`config.mk`:
```
export PLATFORM = sky130hd
export DESIGN_NAME = cache_port_arb
export DESIGN_NICKNAME = d
export VERILOG_FILES = /design/src/rtl/cache_port_arb.sv
export SDC_FILE = /design/constraint.sdc
export NUM_CORES = 1
export LEC_CHECK = 0
export ABC_AREA = 1
export CAP_MARGIN = 20
export CORE_AREA = 2 2 124 126
export DETAILED_ROUTE_END_ITERATION = 6
export DIE_AREA = 0 0 126 128
export HOLD_SLACK_MARGIN = 0.06
export RECOVER_POWER = 100
export SLEW_MARGIN = 20
export SYNTH_ARGS = -nofsm -noshare
export SYNTH_HDL_FRONTEND = slang
export SYNTH_SLANG_ARGS = --single-unit
export TNS_END_PERCENT = 100
```
`constraint.sdc`:
```
create_clock -name clk -period 2.2 [get_ports clk]
set_input_delay 0.33 -clock clk [delete_from_list [all_inputs] [get_ports clk]]
set_output_delay 0.33 -clock clk [all_outputs]
set_load 0.005 [all_outputs]
```
`src/rtl/cache_port_arb.sv`:
```
// Two-requester arbiter for the cache upstream port with in-order read-response routing.
// Optional build macro CACHE_ARB_DPRIO_EN: r1 gets strict priority instead of round-robin.
module cache_port_arb #(
  parameter int DEPTH = 4
) (
  input  logic        clk,
  input  logic        reset,
  input  logic        r0_uvld_i,
  output logic        r0_urdy_o,
  input  logic [31:0] r0_addr_i,
  input  logic        r0_web_i,
  input  logic [31:0] r0_wdat_i,
  input  logic [3:0]  r0_wmask_i,
  output logic        r0_dvld_o,
  input  logic        r0_drdy_i,
  output logic [31:0] r0_ddat_o,
  input  logic        r1_uvld_i,
  output logic        r1_urdy_o,
  input  logic [31:0] r1_addr_i,
  input  logic        r1_web_i,
  input  logic [31:0] r1_wdat_i,
  input  logic [3:0]  r1_wmask_i,
  output logic        r1_dvld_o,
  input  logic        r1_drdy_i,
  output logic [31:0] r1_ddat_o,
  output logic        c_uvld_o,
  input  logic        c_urdy_i,
  output logic [31:0] c_addr_o,
  output logic        c_web_o,
  output logic [31:0] c_wdat_o,
  output logic [3:0]  c_wmask_o,
  input  logic        c_dvld_i,
  output logic        c_drdy_o,
  input  logic [31:0] c_ddat_i,
  output logic        err_o
);

  localparam int PW = $clog2(DEPTH);
  localparam int CW = PW + 1;
  localparam logic [CW-1:0] DEPTH_C = CW'(DEPTH);

  typedef enum logic [0:0] {
    UNLOCKED = 1'b0,
    LOCKED   = 1'b1
  } lock_state_t;

  lock_state_t      lock_state_r;
  lock_state_t      lock_state_s;
  logic             lock_id_r;
  logic             lock_id_s;
  logic [DEPTH-1:0] id_fifo_r;
  logic [PW-1:0]    wr_ptr_r;
  logic [PW-1:0]    rd_ptr_r;
  logic [CW-1:0]    count_r;
  logic             err_r;

  logic not_full_s;
  logic elig0_s;
  logic elig1_s;
  logic gnt_s;
  logic req_vld_s;
  logic accept_s;
  logic push_s;
  logic pop_s;
  logic empty_s;
  logic head_s;

  assign not_full_s = (count_r < DEPTH_C);
  assign empty_s    = (count_r == {CW{1'b0}});
  assign head_s     = id_fifo_r[rd_ptr_r];

  // A read may only be presented while an ID slot is free; writes are never throttled.
  assign elig0_s = r0_uvld_i && (!r0_web_i || not_full_s);
  assign elig1_s = r1_uvld_i && (!r1_web_i || not_full_s);

`ifdef CACHE_ARB_DPRIO_EN
  // grant selection: lock wins, then strict r1 priority
  always_comb begin
    gnt_s = 1'b0;
    if (lock_state_r == LOCKED) begin
      gnt_s = lock_id_r;
    end else if (elig1_s) begin
      gnt_s = 1'b1;
    end else begin
      gnt_s = 1'b0;
    end
  end
`else
  logic rr_r;

  // grant selection: lock wins, then round-robin on contention
  always_comb begin
    gnt_s = 1'b0;
    if (lock_state_r == LOCKED) begin
      gnt_s = lock_id_r;
    end else if (elig0_s && elig1_s) begin
      gnt_s = rr_r;
    end else if (elig1_s) begin
      gnt_s = 1'b1;
    end else begin
      gnt_s = 1'b0;
    end
  end

  // round-robin pointer: favour the other requester after each accepted transfer
  always_ff @(posedge clk) begin
    if (reset) begin
      rr_r <= 1'b0;
    end else if (accept_s) begin
      rr_r <= ~gnt_s;
    end else begin
      rr_r <= rr_r;
    end
  end
`endif

  // Request path is a pure mux so no cycle is added between requester and cache.
  assign req_vld_s = gnt_s ? elig1_s : elig0_s;
  assign c_uvld_o  = req_vld_s && !reset;
  assign c_addr_o  = gnt_s ? r1_addr_i  : r0_addr_i;
  assign c_web_o   = gnt_s ? r1_web_i   : r0_web_i;
  assign c_wdat_o  = gnt_s ? r1_wdat_i  : r0_wdat_i;
  assign c_wmask_o = gnt_s ? r1_wmask_i : r0_wmask_i;

  assign accept_s  = c_uvld_o && c_urdy_i;
  assign r0_urdy_o = accept_s && !gnt_s;
  assign r1_urdy_o = accept_s && gnt_s;
  assign push_s    = accept_s && c_web_o;

  // Response path steered by the oldest outstanding ID.
  assign c_drdy_o  = !reset && !empty_s && (head_s ? r1_drdy_i : r0_drdy_i);
  assign r0_dvld_o = !reset && c_dvld_i && !empty_s && !head_s;
  assign r1_dvld_o = !reset && c_dvld_i && !empty_s && head_s;
  assign r0_ddat_o = head_s ? 32'h0000_0000 : c_ddat_i;
  assign r1_ddat_o = head_s ? c_ddat_i : 32'h0000_0000;
  assign pop_s     = c_dvld_i && c_drdy_o;
  assign err_o     = err_r;

  // lock FSM next state: hold the grant while the cache stalls a presented request
  always_comb begin
    lock_state_s = lock_state_r;
    lock_id_s    = lock_id_r;
    case (lock_state_r)
      UNLOCKED: begin
        if (c_uvld_o && !c_urdy_i) begin
          lock_state_s = LOCKED;
          lock_id_s    = gnt_s;
        end else begin
          lock_state_s = UNLOCKED;
        end
      end
      LOCKED: begin
        if (accept_s) begin
          lock_state_s = UNLOCKED;
        end else begin
          lock_state_s = LOCKED;
        end
      end
      default: begin
        lock_state_s = UNLOCKED;
        lock_id_s    = 1'b0;
      end
    endcase
  end

  // lock FSM state register
  always_ff @(posedge clk) begin
    if (reset) begin
      lock_state_r <= UNLOCKED;
      lock_id_r    <= 1'b0;
    end else begin
      lock_state_r <= lock_state_s;
      lock_id_r    <= lock_id_s;
    end
  end

  // in-order ID FIFO; a full FIFO refuses reads even when a pop coincides
  always_ff @(posedge clk) begin
    if (reset) begin
      id_fifo_r <= {DEPTH{1'b0}};
      wr_ptr_r  <= {PW{1'b0}};
      rd_ptr_r  <= {PW{1'b0}};
      count_r   <= {CW{1'b0}};
    end else begin
      if (push_s) begin
        id_fifo_r[wr_ptr_r] <= gnt_s;
        wr_ptr_r            <= wr_ptr_r + PW'(1);
      end
      if (pop_s) begin
        rd_ptr_r <= rd_ptr_r + PW'(1);
      end
      case ({push_s, pop_s})
        2'b10:   count_r <= count_r + CW'(1);
        2'b01:   count_r <= count_r - CW'(1);
        default: count_r <= count_r;
      endcase
    end
  end

  // sticky error for a response with nothing outstanding
  always_ff @(posedge clk) begin
    if (reset) begin
      err_r <= 1'b0;
    end else if (c_dvld_i && empty_s) begin
      err_r <= 1'b1;
    end else begin
      err_r <= err_r;
    end
  end

endmodule

```
### Word level (Yosys, flattened, before mapping)

Index checks and enable logic that the tools add are counted.

| storage, ports and cells | value |
|---|---|
| register bits after elaboration | 15 |
| input bits | 178 |
| output and inout bits | 140 |
| word-level logic and storage cells | 70 |

| cells by class | value |
|---|---|
| $add $sub $neg | 4 |
| $lt $le $gt $ge | 4 |
| equal/unequal tests | 2 |
| muxes and demuxes | 20 |
| bitwise logic cells | 2 |
| reductions and logical operators | 30 |

Operator list:

| cell | count |
|---|---|
| 32-bit 2-to-1 mux | 4 |
| 1-bit logical AND | 18 |
| 1-bit 2-to-1 mux | 10 |
| 1-bit logical NOT | 7 |
| 2-bit by 3-bit < comparator with 1-bit output (second input constant) | 2 |
| 3-bit one-hot mux with 2 select lines | 1 |
| 2-bit by 1-bit adder with 2-bit output (second input constant) | 2 |
| 4-bit bitwise mux | 1 |
| 4-bit 2-to-1 mux | 1 |
| 3-bit by 1-bit adder with 3-bit output (second input constant) | 1 |
| 3-bit logical NOT | 1 |
| 3-bit < comparator (second input constant) | 1 |
| 3-bit by 1-bit subtractor with 3-bit output (second input constant) | 1 |
| 1-bit binary-select mux with 2-bit select | 1 |
| 1-bit demux with 2-bit select | 1 |
| 2-bit by 1-bit == test with 1-bit output (second input constant) | 1 |
| 2-bit == test (second input constant) | 1 |
| 2-bit by 1-bit greater-or-equal comparator with 1-bit output (second input constant) | 1 |
| 1-bit logical OR | 2 |
| 1-bit inverter | 2 |
| 1-bit one-hot mux with 2 select lines | 1 |
| 2-bit AND reduction | 1 |
| 2-bit nonzero test | 1 |

### Depth between registers and ports, before layout

Gate-level depths: netlist of the first run.

| depth | value |
|---|---|
| word-level depth | 12 |
| depth in mapped cells | 16 |
| gate-level depth less buffers | 16 |

### Least setup slack after synthesis of the first run

OpenSTA, ideal clock, no wires.

| path | value |
|---|---|
| kind | register -> register |
| start point | register rd_ptr_r[0] |
| end point | register count_r[2] |
| library setup time | 0.122 ns |
| arrival | 2.016 ns |
| required time | 2.078 ns |
| slack | 0.062 ns |
| stages on the path, launching flop included | 16 |
| buffers on the path | 1 |
| period minus slack after synthesis | 2.138 ns |
| cell sequence | dfxtp_1 inv_2 nand2_1 nand3_1 and2_4 buf_6 nand2_4 o21ai_4 nor2_4 ha_1 inv_1 fa_1 a21oi_1 o21ai_0 o21ai_0 a21oi_1 |

| between the ends | value |
|---|---|
| word-level cells in the longest chain between the ends | 7 |
| elaborated cells between the ends (all ways) | 9 |
| those cells by class | 2 x eq/ne; 4 x mux; 3 x reduce/logical |

Ends and longest elaborated chain:

| item | line | RTL |
|---|---|---|
| start: declaration | 53 | `logic [PW-1:0] rd_ptr_r;` |
| start signal: assignment | 182 | `rd_ptr_r <= {PW{1'b0}};` |
| start signal: assignment | 190 | `rd_ptr_r <= rd_ptr_r + PW'(1);` |
| 1-bit binary-select mux with 2-bit select * | 70 | `assign head_s = id_fifo_r[rd_ptr_r];` |
| 1-bit 2-to-1 mux (implied by the code) * | 70 |  |
| 1-bit 2-to-1 mux * | 131 | `assign c_drdy_o = !reset && !empty_s && (head_s ? r1_drdy_i : r0_drdy_i);` |
| 1-bit logical AND * | 131 |  |
| 1-bit logical AND * | 136 | `assign pop_s = c_dvld_i && c_drdy_o;` |
| via pop_s | 64 | `logic pop_s;` |
| 2-bit by 1-bit == test with 1-bit output / 2-bit == test (equally long branches) | 192 | `case ({push_s, pop_s})` |
| 3-bit one-hot mux with 2 select lines / 2-bit nonzero test (equally long branches) | n/a |  |
| end signal: assignment | 193 | `2'b10: count_r <= count_r + CW'(1);` |
| end signal: assignment | 194 | `2'b01: count_r <= count_r - CW'(1);` |
| end signal: assignment | 195 | `default: count_r <= count_r;` |
| end: declaration | 54 | `logic [CW-1:0] count_r;` |

The timed path passes the listed nets; every way through them passes the cells marked *. The select of a mux whose other input is x is not followed.
A chain may end at the register's enable or synchronous reset.

### Worst setup path in the final report of the first run

| path | value |
|---|---|
| start point | input r1_web_i |
| end point | register count_r[2] |

| between the ends | value |
|---|---|
| word-level cells in the longest chain between the ends | 12 |
| elaborated cells between the ends (all ways) | 16 |
| those cells by class | 2 x eq/ne; 6 x mux; 8 x reduce/logical |

Ends and longest elaborated chain:

| item | line | RTL |
|---|---|---|
| start: declaration | 20 | `input logic r1_web_i,` |
| 1-bit logical NOT | 74 | `assign elig1_s = r1_uvld_i && (!r1_web_i \|\| not_full_s);` |
| 1-bit logical OR | 74 |  |
| 1-bit logical AND | 74 |  |
| 1-bit 2-to-1 mux / 1-bit logical AND (equally long branches) | 98, 96 |  |
| 1-bit 2-to-1 mux | 96 | `end else if (elig0_s && elig1_s) begin` |
| 1-bit 2-to-1 mux | 94 | `if (lock_state_r == LOCKED) begin` |
| 1-bit 2-to-1 mux | 118 | `assign req_vld_s = gnt_s ? elig1_s : elig0_s;` |
| 1-bit logical AND | 119 | `assign c_uvld_o = req_vld_s && !reset;` |
| 1-bit logical AND | 125 | `assign accept_s = c_uvld_o && c_urdy_i;` |
| 1-bit logical AND * | 128 | `assign push_s = accept_s && c_web_o;` |
| 2-bit by 1-bit == test with 1-bit output / 2-bit == test (equally long branches) | 192 |  |
| 3-bit one-hot mux with 2 select lines / 2-bit nonzero test (equally long branches) | n/a |  |

Mark *: on every way between the ends. The rest lies on a longest branch, timed or not.

==> metrics.cfg, run 1 <==
[status]
status=finished clean

[setup_path]
crit_fanout=4
crit_start=r1_web_i
start_kind=primary input
end_kind=flop
worst-endpoint-required_ps=2330
r2r-start=count_r[2]$_SDFFE_PP0P_
arrival_ps=2310
worstSetupPathType=primary input to flop

[floorplanning]
die_w_um=126
die_area_mm2=0.0161
num_io_pins=318
die_h_um=128
core_mm2=0.0149
start_util_pct=14.3
rows=45

[clock_tree]
cts-root-buf=clkbuf_16
insertion_delay_ps=240
htreeDepth=1
clockBufferDepth=2
clk_pin_slew_ps=50
cts_hold_buf=0
numCtsBuffers=3
cts_tree=built
cts.sinks=15

[yosys]
avgSynthCellArea_um2=4.78
ys_types=25
syn_inst=446
syn-cell-area_mm2=0.00213
ys_seq_area_share_pct=14.1
synth_nets=630
ys_ff_latch=15
synth_warnings=0

[grt]
grt_pass1_wl_um=19900
grt_antenna_before_repair=0
overflow=0
first_global_vias=3920
grt.total_usage_pct=15.4
grt_max_degree=34

[timing]
tightest_slew_ps=344
rsz0062_at_grt=true
hold_viol=0
slew_headroom_pct=76.9
setup_viol=0
finalCritPeriodShare_pct=98.9
setup_tns_ps=0
drv_slew=0
clock_skew_ps=1.05
max_freq_mhz=460
hold_slack_ps=444
period_needed_ps=2180

[final_layout]
area_growth_syn_to_layout_pct=192
fin_cells=996
drive_above_1_share_pct=19.9
fillers=1546
diodes=0
num-nets-final=993
design_area_mm2=0.00622

[drt]
via_per_inst=3.94
drt_iter0_markers=126
drt_pass1_iterations=4
drc_errors=0
ant_nets=0
wl_um=13400
wl_per_cell_um=13.4
via_count=3929

[pwr]
combPwrFrac_pct=65.6
internal_power_uw=1300
switching_share_pct=31.3
p_sw_uw=592
peakVddDrop_uv=221
p_clk_share_pct=18.8
p_per_area_mw_per_mm2=303
total_leakage_power_uw=0.00361
seqPwrFrac_pct=15.6

[min_path]
hp-start=err_o$_SDFFE_PP0P_
worstHoldPathType=flop to flop

[placement]
placed_area_mm2=0.00571
dp.cells=961
place_congestion=0.767
dp_hpwl_um=10500
port_buffers=317

[run]
drv_cap=0

==> logic make-up (layout without fill, tap and decap cells) <==
family	count (synthesis)	after routing	share of synthesized area [%]
AOI/OAI and AO/OA	23	23	6.87
buffers and inverters	75	437	14.3
and+or+nand+nor	327	327	60.8
DFF	15	15	14.1
adders and majority gates	6	6	3.88
==> Yosys cell counts (all sizes together) <==
cell type | instances | area (um2)
nand2 | 230 | 881
nor2 | 81 | 319
inv | 52 | 195
dfxtp | 15 | 300
buf | 14 | 76.3
a21oi | 13 | 72.6
nand3 | 12 | 65.1
clkbuf | 9 | 33.8
o21ai | 8 | 58.8
ha | 5 | 62.6
nor3 | 2 | 10.0
a211oi | 1 | 7.51
and2 | 1 | 8.76
fa | 1 | 20.0
nand4 | 1 | 12.5
o211ai | 1 | 7.51
==> stage by stage <==
step / power [uW] / setup slack (ps) / utilization [%]
floorplan: 637 / 62.0 / -
global placement: 1490 / -398 / 38.4
detailed placement: 1480 / -425 / 38.4
CTS: 1890 / 21.9 / 40.7
global route: 2020 / -77.4 / 41.9
finish: 1890 / 24.0 / 41.9
==> sequential cells by signal, indices dropped and copies added, names as in the netlist, named ones only <==
signal / flops
lock_id_r: 1
count_r: 3
wr_ptr_r: 2
rr_r: 1
err_o: 1
id_fifo_r: 4
rd_ptr_r: 2
==> power by group through the flow <==
stage	Combinational (uW)	Clock [uW]	Sequential, uW
floorplan	339	0	298
global placement	1190	0	300
detailed placement	1180	0	300
CTS	1240	360	295
global route	1350	372	296
finish	1240	356	294
==> layout make-up <==
| cell class | instances | area (um2) | area share, % |
|---|---|---|---|
| timing repair buffer | 380 | 3760 | 60.4 |
| multi-input combinational | 356 | 1610 | 25.9 |
| sequential | 15 | 305 | 4.90 |
| tap | 188 | 235 | 3.78 |
| inverter | 52 | 214 | 3.44 |
| clock buffer | 3 | 75.1 | 1.21 |
| timing repair inverter | 1 | 16.3 | 0.261 |
| clock inverter | 1 | 5.00 | 0.0804 |
==> final timing paths <==
kind | end | cells after the start | slack, ps
worst max-delay path | count_r[2]$_SDFFE_PP0P_ | 18 | 20
worst min-delay path | err_o$_SDFFE_PP0P_ | 2 | 440
worst min register to register | err_o$_SDFFE_PP0P_ | 2 | 440
worst max register to register | count_r[2]$_SDFFE_PP0P_ | 17 | 30
==> layer usage <==
layer / track usage (%) / share of wire, % / vias up
met1: 16.4 / 38 / 1675
met2: 29.6 / 52 / 202
li1: - / - / 2046
met4: 3.94 / 1.2 / 0
met5: 0 / 0 / -
met3: 4.63 / 9.2 / 6
==> critical path: stages <==
cell and delay (ps):
dlygate4sd2_1 250, nand2_2 70, nand2_2 60, nor2_2 110, nand2_2 90, nand2_4 110, buf_6 130, nand2_2 60
o21ai_4 60, inv_2 70, nand3_4 70, ha_4 130, inv_2 40, fa_2 370, a21oi_2 140, o21ai_2 70
o21ai_1 110, a21oi_1 50
==> cell usage in the layout, fill, tap and decap left out, types with 2 or more instances in the layout <==
cell type	Yosys	final
nand2_1	227	215
clkdlybuf4s50_1	0	202
nor2_1	79	73
buf_2	13	47
inv_1	48	46
buf_4	0	37
dlymetal6s2s_1	0	34
dlygate4sd2_1	0	29
nand2_2	1	13
dfxtp_1	15	13
nand3_1	11	10
a21oi_1	11	10
buf_12	0	10
nor2_2	0	6
buf_8	0	6
buf_6	1	5
inv_2	4	4
ha_1	5	4
a21oi_2	2	3
o21ai_0	5	3
clkbuf_16	0	3
buf_16	0	3
nor3_1	2	2
nand2_4	2	2
o21ai_4	1	2
nor2_4	2	2
o21ai_2	2	2
bufbuf_16	0	2
clkdlybuf4s15_2	0	2
clkdlybuf4s15_1	0	2
==> timing repair <==
| item | CTS | global route |
|---|---|---|
| resized for setup | 282 | 51 |
| pin swaps | 10 | 5 |
| setup endpoints to repair | 132 | 85 |
| setup buffers | 22 | 3 |
| cloned | 7 | 0 |
Note: power is estimated with default switching activity, not from simulation.
==> run 2: changes to the inputs <==
REMOVE_ABC_BUFFERS = 1   (was unset)
SLEW_MARGIN = unset   (was 20)
==> metrics.cfg, run 2 (synthesized netlist as in run 1, its figures left out) <==
[floorplanning]
die_h_um=128  ; unchanged
core_mm2=0.0149  ; unchanged
rows=45  ; unchanged
start_util_pct=14.3  ; unchanged
num_io_pins=318  ; unchanged
die_area_mm2=0.0161  ; unchanged
die_w_um=126  ; unchanged

[grt]
grt.total_usage_pct=16.2  ; was 15.4%
first_global_vias=3998  ; was 3920
grt_max_degree=27  ; was 34
grt_pass1_wl_um=20900  ; was 19900 um
overflow=0  ; unchanged
grt_antenna_before_repair=3  ; was 0

[final_layout]
largest_reg_flops=4  ; unchanged
reg_top3=id_fifo_r x4, count_r x3  ; unchanged
fin_cells=1008  ; was 996
num-nets-final=1002  ; was 993
final_common_cell=nand2_1  ; unchanged
area_growth_syn_to_layout_pct=202  ; was 192%
drive_above_1_share_pct=20.0  ; was 19.9%
regMostFlops=id_fifo_r  ; unchanged
layout_common_cells=nand2_1 (217), clkdlybuf4s50_1 (201), nor2_1 (74)  ; was nand2_1 (215), clkdlybuf4s50_1 (202), nor2_1 (73)
fillers=1529  ; was 1546

[setup_path]
crit_fanout=3  ; was 4
r2r_cells=16  ; was 17
end_kind=flop  ; unchanged
setup.worst_path.end=count_r[2]$_SDFFE_PP0P_  ; unchanged
start_kind=flop  ; was primary input
worstSetupPathType=flop to flop  ; was primary input to flop
crit_start=count_r[2]$_SDFFE_PP0P_  ; was r1_web_i
worst-endpoint-required_ps=2340  ; was 2330 ps
regToRegEndpoint=count_r[2]$_SDFFE_PP0P_  ; unchanged
arrival_ps=2300  ; was 2310 ps
ff2ff_setup_slack_ps=40  ; was 30 ps
r2r-start=count_r[2]$_SDFFE_PP0P_  ; unchanged

[drt]
wl_met2_um=6890  ; was 6900 um
met3_length_um=1280  ; was 1240 um
drt_pass1_iterations=4  ; unchanged
wl_um=13700  ; was 13400 um
drt_iter0_markers=89  ; was 126
wl_per_cell_um=13.6  ; was 13.4 um
via_per_inst=3.94  ; about the same
drc_errors=0  ; unchanged
top_layer=met4  ; unchanged
ant_nets=0  ; unchanged
wl_met1_um=5270  ; was 5090 um
via_count=3967  ; was 3929

[clock_tree]
clockBufferDepth=2  ; unchanged
clk_pin_slew_ps=50  ; about the same
cts_tree=built  ; unchanged
insertion_delay_ps=250  ; was 240 ps
cts_hold_buf=0  ; unchanged
htreeDepth=1  ; unchanged
cts.sinks=15  ; unchanged
cts-root-buf=clkbuf_16  ; unchanged
numCtsBuffers=3  ; unchanged

[pwr]
power.total_uw=1950  ; was 1890 uW
p_per_area_mw_per_mm2=303  ; about the same
peakVddDrop_uv=208  ; was 221 uV
total_leakage_power_uw=0.00375  ; was 0.00361 uW

[placement]
dp_hpwl_um=10700  ; was 10500 um
place_congestion=0.838  ; was 0.767
place_worst_setup_slack_ps=-427  ; was -425 ps
port_buffers=317  ; unchanged
dp.cells=961  ; unchanged

[timing]
drv_slew=0  ; unchanged
max_freq_mhz=463  ; was 460 MHz
setup_viol=0  ; unchanged
finalCritPeriodShare_pct=98.2  ; was 98.9%
clock_skew_ps=4.54  ; was 1.05 ps
hold_viol=0  ; unchanged
period_needed_ps=2160  ; was 2180 ps
slew_headroom_pct=83.6  ; was 76.9%
rsz0062_at_grt=true  ; unchanged
tightest_slew_ps=245  ; was 344 ps
post-route-worst-setup-slack_ps=39.9  ; was 24.0 ps

[min_path]
worstHoldPathType=primary input to flop  ; was flop to flop

[run]
drv_cap=0  ; unchanged

[status]
status=finished clean  ; unchanged

run 2: routing by layer:
layer | vias to the layer above | GRT usage [%]
li1 | 2061 | -
met4 | 0 | 4.91
met2 | 222 | 29.8
met5 | - | 0
met3 | 14 | 4.67
met1 | 1670 | 18.1
run 2: cell type report:
type	count	area, um2	area share [%]
Timing Repair Buffer	389	3990	61.8
Clock buffer	3	75.1	1.17
Multi-Input combinational cell	356	1610	25.0
Tap cell	188	235	3.65
Inverter	52	210	3.26
Clock inverter	1	5.00	0.0777
Sequential cell	15	304	4.72
Antenna cell	3	7.51	0.117
Timing Repair inverter	1	8.76	0.136
run 2: what timing repair did:
action                                  in CTS  in global routing
pin swaps                                   14                  8
cloned                                      11                  1
endpoints found under the setup margin     107                112
gates resized for setup                    223                 88
buffers inserted                            23                  5
run 2: how the worst min path moves through the flow:
stage,from,end,slack [ps],depth (start not counted)
finish,reset,err_o$_SDFFE_PP0P_,400,2
detailed placement,rr_r$_SDFFE_PP0N_,rr_r$_SDFFE_PP0N_,460,2
CTS,rr_r$_SDFFE_PP0N_,rr_r$_SDFFE_PP0N_,470,2
global placement,rr_r$_SDFFE_PP0N_,rr_r$_SDFFE_PP0N_,460,2
floorplan,reset,rd_ptr_r[0]$_SDFFE_PP0P_,390,1
global route,reset,err_o$_SDFFE_PP0P_,450,2
run 2: worst max-delay path, stage by stage, from the launching register on:
cell,delay [ps]
dfxtp_2,340
nand2_1,80
nand3_1,80
nand2_2,110
buf_4,120
nand3_2,80
nand3_2,80
inv_2,40
buf_4,130
nand3_4,80
ha_4,130
inv_2,40
fa_2,350
a21oi_2,160
o21ai_2,70
o21ai_1,110
a21oi_1,50
run 2: report_power, final:
| group | leakage, uW | internal, uW | switching (uW) |
|---|---|---|---|
| clock | 0.0000409 | 243 | 119 |
| sequential | 0.000124 | 285 | 10.3 |
| combinational | 0.00358 | 815 | 480 |
run 2: through the flow:
| step | TNS [ps] | util [%] | hold slack (ps) | area [um2] |
|---|---|---|---|---|
| 2_1_floorplan | -374 | - | 392 | 2020 |
| 3_3_place_gp | -24100 | 38.4 | 460 | 5710 |
| 3_5_place_dp | -24680 | 38.4 | 461 | 5710 |
| 4_1_cts | -0.445 | 42.3 | 470 | 6290 |
| 5_1_grt | -403 | 43.3 | 447 | 6440 |
| 6_report | 0 | 43.4 | 401 | 6440 |
